==> src/rtl/hilo_muldiv.sv <==
// Iterative 32-cycle multiply/divide unit holding its results in the HI/LO registers.
// One shared 2*DATA_W work register serves as the product accumulator or as {remainder, quotient}.
module hilo_muldiv #(
  parameter int DATA_W = 32
) (
  input  logic              clk_i,
  input  logic              rst_i,
  input  logic              start_i,
  input  logic [1:0]        op_i,
  input  logic [DATA_W-1:0] src_a_i,
  input  logic [DATA_W-1:0] src_b_i,
  input  logic              hi_we_i,
  input  logic              lo_we_i,
  input  logic [DATA_W-1:0] wdata_i,
  output logic              busy_o,
  output logic              done_o,
  output logic [DATA_W-1:0] hi_o,
  output logic [DATA_W-1:0] lo_o
);

  localparam int CNT_W = $clog2(DATA_W);

  typedef enum logic [1:0] {
    S_IDLE,
    S_CALC,
    S_FIN
  } state_t;

  state_t              state_q, state_d;
  logic [CNT_W-1:0]    cnt_q, cnt_d;
  logic                is_div_q, is_div_d;
  logic                q_neg_q, q_neg_d;
  logic                r_neg_q, r_neg_d;
  logic [DATA_W-1:0]   opnd_q, opnd_d;
  logic [2*DATA_W-1:0] acc_q, acc_d;
  logic [DATA_W-1:0]   hi_q, hi_d;
  logic [DATA_W-1:0]   lo_q, lo_d;

  logic                is_signed, a_neg, b_neg;
  logic [DATA_W-1:0]   a_mag, b_mag;
  logic [DATA_W:0]     mul_sum;
  logic [2*DATA_W-1:0] mul_next;
  logic [DATA_W:0]     div_trial, div_diff;
  logic [2*DATA_W-1:0] div_next;
  logic [2*DATA_W-1:0] step;
  logic [2*DATA_W-1:0] prod_res;
  logic [DATA_W-1:0]   quo_res, rem_res;

  // Magnitudes of the incoming operands, used only on the launch edge.
  always_comb begin
    is_signed = ~op_i[0];
    a_neg     = is_signed & src_a_i[DATA_W-1];
    b_neg     = is_signed & src_b_i[DATA_W-1];
    a_mag     = a_neg ? -src_a_i : src_a_i;
    b_mag     = b_neg ? -src_b_i : src_b_i;
  end

  // One iteration. Multiply: acc = {partial product, remaining multiplier bits}.
  // Divide: acc = {partial remainder, dividend bits shifting out / quotient bits shifting in}.
  always_comb begin
    mul_sum   = {1'b0, acc_q[2*DATA_W-1:DATA_W]} + (acc_q[0] ? {1'b0, opnd_q} : '0);
    mul_next  = {mul_sum, acc_q[DATA_W-1:1]};
    div_trial = {acc_q[2*DATA_W-1:DATA_W], acc_q[DATA_W-1]};
    div_diff  = div_trial - {1'b0, opnd_q};
    div_next  = div_diff[DATA_W] ? {div_trial[DATA_W-1:0], acc_q[DATA_W-2:0], 1'b0}
                                 : {div_diff[DATA_W-1:0],  acc_q[DATA_W-2:0], 1'b1};
    step      = is_div_q ? div_next : mul_next;
    prod_res  = q_neg_q ? -step : step;
    quo_res   = q_neg_q ? -step[DATA_W-1:0] : step[DATA_W-1:0];
    rem_res   = r_neg_q ? -step[2*DATA_W-1:DATA_W] : step[2*DATA_W-1:DATA_W];
  end

  always_comb begin
    state_d  = state_q;
    cnt_d    = cnt_q;
    is_div_d = is_div_q;
    q_neg_d  = q_neg_q;
    r_neg_d  = r_neg_q;
    opnd_d   = opnd_q;
    acc_d    = acc_q;
    hi_d     = hi_q;
    lo_d     = lo_q;
    unique case (state_q)
      S_IDLE: begin
        if (hi_we_i) hi_d = wdata_i;
        if (lo_we_i) lo_d = wdata_i;
        if (start_i) begin
          state_d  = S_CALC;
          cnt_d    = '0;
          is_div_d = op_i[1];
          q_neg_d  = a_neg ^ b_neg;
          r_neg_d  = a_neg;
          opnd_d   = op_i[1] ? b_mag : a_mag;
          acc_d    = op_i[1] ? {{DATA_W{1'b0}}, a_mag} : {{DATA_W{1'b0}}, b_mag};
        end
      end
      S_CALC: begin
        acc_d = step;
        cnt_d = cnt_q + CNT_W'(1);
        if (cnt_q == CNT_W'(DATA_W - 1)) begin
          state_d = S_FIN;
          // The last iteration and the sign fix-up commit together on this edge.
          if (is_div_q) begin
            hi_d = rem_res;
            lo_d = quo_res;
          end else begin
            hi_d = prod_res[2*DATA_W-1:DATA_W];
            lo_d = prod_res[DATA_W-1:0];
          end
        end
      end
      S_FIN: begin
        state_d = S_IDLE;
        cnt_d   = '0;
      end
      default: begin
        state_d = S_IDLE;
        cnt_d   = '0;
      end
    endcase
  end

  always_ff @(posedge clk_i or posedge rst_i) begin
    if (rst_i) begin
      state_q  <= S_IDLE;
      cnt_q    <= '0;
      is_div_q <= 1'b0;
      q_neg_q  <= 1'b0;
      r_neg_q  <= 1'b0;
      opnd_q   <= '0;
      acc_q    <= '0;
      hi_q     <= '0;
      lo_q     <= '0;
    end else begin
      state_q  <= state_d;
      cnt_q    <= cnt_d;
      is_div_q <= is_div_d;
      q_neg_q  <= q_neg_d;
      r_neg_q  <= r_neg_d;
      opnd_q   <= opnd_d;
      acc_q    <= acc_d;
      hi_q     <= hi_d;
      lo_q     <= lo_d;
    end
  end

  assign busy_o = (state_q != S_IDLE);
  assign done_o = (state_q == S_FIN);
  assign hi_o   = hi_q;
  assign lo_o   = lo_q;

endmodule

==> config.mk <==
export PLATFORM = sky130hd
export DESIGN_NAME = hilo_muldiv
export DESIGN_NICKNAME = d
export VERILOG_FILES = /design/src/rtl/hilo_muldiv.sv
export SDC_FILE = /design/constraint.sdc
export NUM_CORES = 1
export LEC_CHECK = 0
export BUFFER_PORTS_ARGS = -buffer_cell sky130_fd_sc_hd__buf_2
export CORE_MARGIN = 2
export CORE_UTILIZATION = 55
export CTS_CLUSTER_SIZE = 20
export DETAILED_ROUTE_END_ITERATION = 12
export PLACE_DENSITY = 0.75
export SYNTH_ARGS = -nofsm -noshare
export SYNTH_HDL_FRONTEND = slang
export SYNTH_SLANG_ARGS = --single-unit
==> constraint.sdc <==
create_clock -name clk_i -period 15 [get_ports clk_i]
set_input_delay 3 -clock clk_i [delete_from_list [all_inputs] [get_ports clk_i]]
set_output_delay 3 -clock clk_i [all_outputs]
set_load 0.01 [all_outputs]
==> qor.yml <==
drt_iter0_drc: 1859
num-nets-final: 2355
fin_setup_tns_ps: 0
drc_errors: 0
synth_cells: 2094
grt_pass1_vias: 15500
cp.depth: 25
worstSetupStartpointType: "flip-flop"
clockRootBuffer: "clkbuf_16"
ys_seq_elements: 170
cp_slowest_cell: "nand2_2"
postCtsSetupBuffers: 0
worstMarginPinSlew_ps: 1080
totalWireLength_um: 56500
path_buf_inv: 2
max_slew_margin_pct: 27.7
cp_top_family: "simple AND/OR/NAND/NOR gates"
async_reset_ff_share_pct: 100
cts_hold_buf: 0
synth.most_common_cell: "nand2_1"
hold_start: "hi_o[21]$_DFFE_PP0P_"
dieArea_um2: 30200
dr.pass1.iters: 7
areaGrowthSynthToFinish_pct: 9.77
cts_tree: "done"
clk_pin_slew_worst_paths_ps: 80
rsz0062_at_grt: "no"
gr-total-overflow: 0
synthFlopType: "dfrtp_1"
syn_area_um2: 15900
crit_type: "flip-flop to flip-flop"
cts-resized-gates: 0
core_um2: 28500
finalHoldViolCount: 0
vias_per_cell: 6.50
yosys-top-cells-count: "301 x nand2_1, 194 x nor2_1, 191 x a21oi_1"
min_path_cells: 1
fmax_ghz: 0.150
min_period_ps: 6650
slew_violations: 0
grt_usage_pct: 36.9
synth-edff-count: 0
cpPeakStageDelay_ps: 600
seq_area_frac_synth_pct: 26.8
grt_pass1_wl_um: 87700
synth_area_leaders: "dfrtp_1 27%, nand2_1 7.1%, a21oi_1 6.0%"
vias: 16800
die_h_um: 174
cp.required_ps: 15330
clock_insertion_delay_worst_skew_ps: 460
portBuffers: 168
cts.sinks: 170
skew_ps: 19.0
synth_fp_nets: 2269
ant_nets: 0
startpoint: "acc_q[31]$_DFFE_PP0P_"
maxCapViolCount: 0
post-dp-hpwl_um: 43400
yosysTopAreaCell: "dfrtp_1"
grt_max_degree: 118
die_x_um: 174
r2r-start: "acc_q[31]$_DFFE_PP0P_"
yosysTopAreaCellShare_pct: 26.8
pin_count: 169
status: "completed"
rows: 62
syn_avg_cell_area_um2: 7.57
post_drt_wl_per_cell_um: 21.9
crit_arrival_ps: 6980
cts_buffers: 17
ys_warn_count: 0
cts_buffer_depth: 2
whs_ps: 498
worstHoldPathType: "flip-flop to flip-flop"
finalSetupViolCount: 0
worstRegToRegCells: 25
htreeDepth: 4
synth_cell_types: 103
start_util_pct: 55.6
antenna_found_initial: 5
layout-drive-gt1-share_pct: 13.3
min_period_over_period_pct: 44.4
gp_congestion: 1.02
crit_fanout: 27
endpoint_kind: "flip-flop"
-- final timing paths --
path	endpoint	slack [ps]
worst max-delay path	hi_o[28]$_DFFE_PP0P_	8350
worst min-delay path	hi_o[21]$_DFFE_PP0P_	500
worst max register to register	hi_o[28]$_DFFE_PP0P_	8350
worst min register to register	hi_o[21]$_DFFE_PP0P_	500
max in group asynchronous	lo_o[8]$_DFFE_PP0P_	10700
min in group asynchronous	acc_q[57]$_DFFE_PP0P_	2700
-- flip-flops by register name, summed over array words and instances (netlist names) --
name and flops:
r_neg_q 1, lo_o 32, q_neg_q 1, cnt_q 5, is_div_q 1, state_q 2
acc_q 64, hi_o 32, opnd_q 32
-- cells in the final DEF, fill, tap and decap left out, drive strengths merged, types with 64 or more instances in the layout --
master  synthesis  routed
ha             70      70
xnor2          83      83
a21oi         197     197
nand2         302     302
inv            58      64
o21ai         197     197
nand3          66      66
xor2           73      73
nor2          194     194
buf            30     191
dfrtp         170     170
-- through the flow --
stage | utilization [%] | std cells | setup slack, ps | cell area, µm²
3_5_place_dp | 58.8 | 2545 | 8570 | 16800
2_1_floorplan | - | 2094 | 7400 | 15900
3_3_place_gp | 58.8 | 2545 | 8700 | 16800
4_1_cts | 61.0 | 2577 | 8480 | 17400
5_1_grt | 61.0 | 2577 | 7860 | 17400
6_report | 61.0 | 2580 | 8350 | 17400
-- per-layer routing --
metal	track usage, %	part of all wire, %	vias to the layer above
li1	-	-	7737
met1	49.5	41	7963
met2	58.1	45	880
met3	6.16	9.0	177
met4	17.8	5.1	2
met5	0	0.023	-
-- cell families (layout without fill, tap and decap cells) --
kind of cell             Yosys count  after routing  synth area share, %
AO/OA/AOI/OAI                    667            667                 26.6
XOR/XNOR                         156            156                 8.61
other                              0              3                    0
AND/OR/NAND/NOR                  786            786                 23.2
multiplexers                      58             58                 3.72
flip-flops                       170            170                 26.8
buffers and inverters            185            284                 5.32
adder cells (fa/ha/maj)           72             72                 5.77
-- final cells by class --
class                   instances  area, µm²
clock buffers                  17        425
inverters                      61        234
repair buffers                191       1020
fillers                      2657      11100
multi-input cells            1739      10800
flip-flops and latches        170       4260
well taps                     384        480
diodes                          3       7.51
clock inverters                15        191
Power is left out: the tool's default activity adds up to more than one toggle a clock period on the data nets, which glitch-free logic cannot reach.
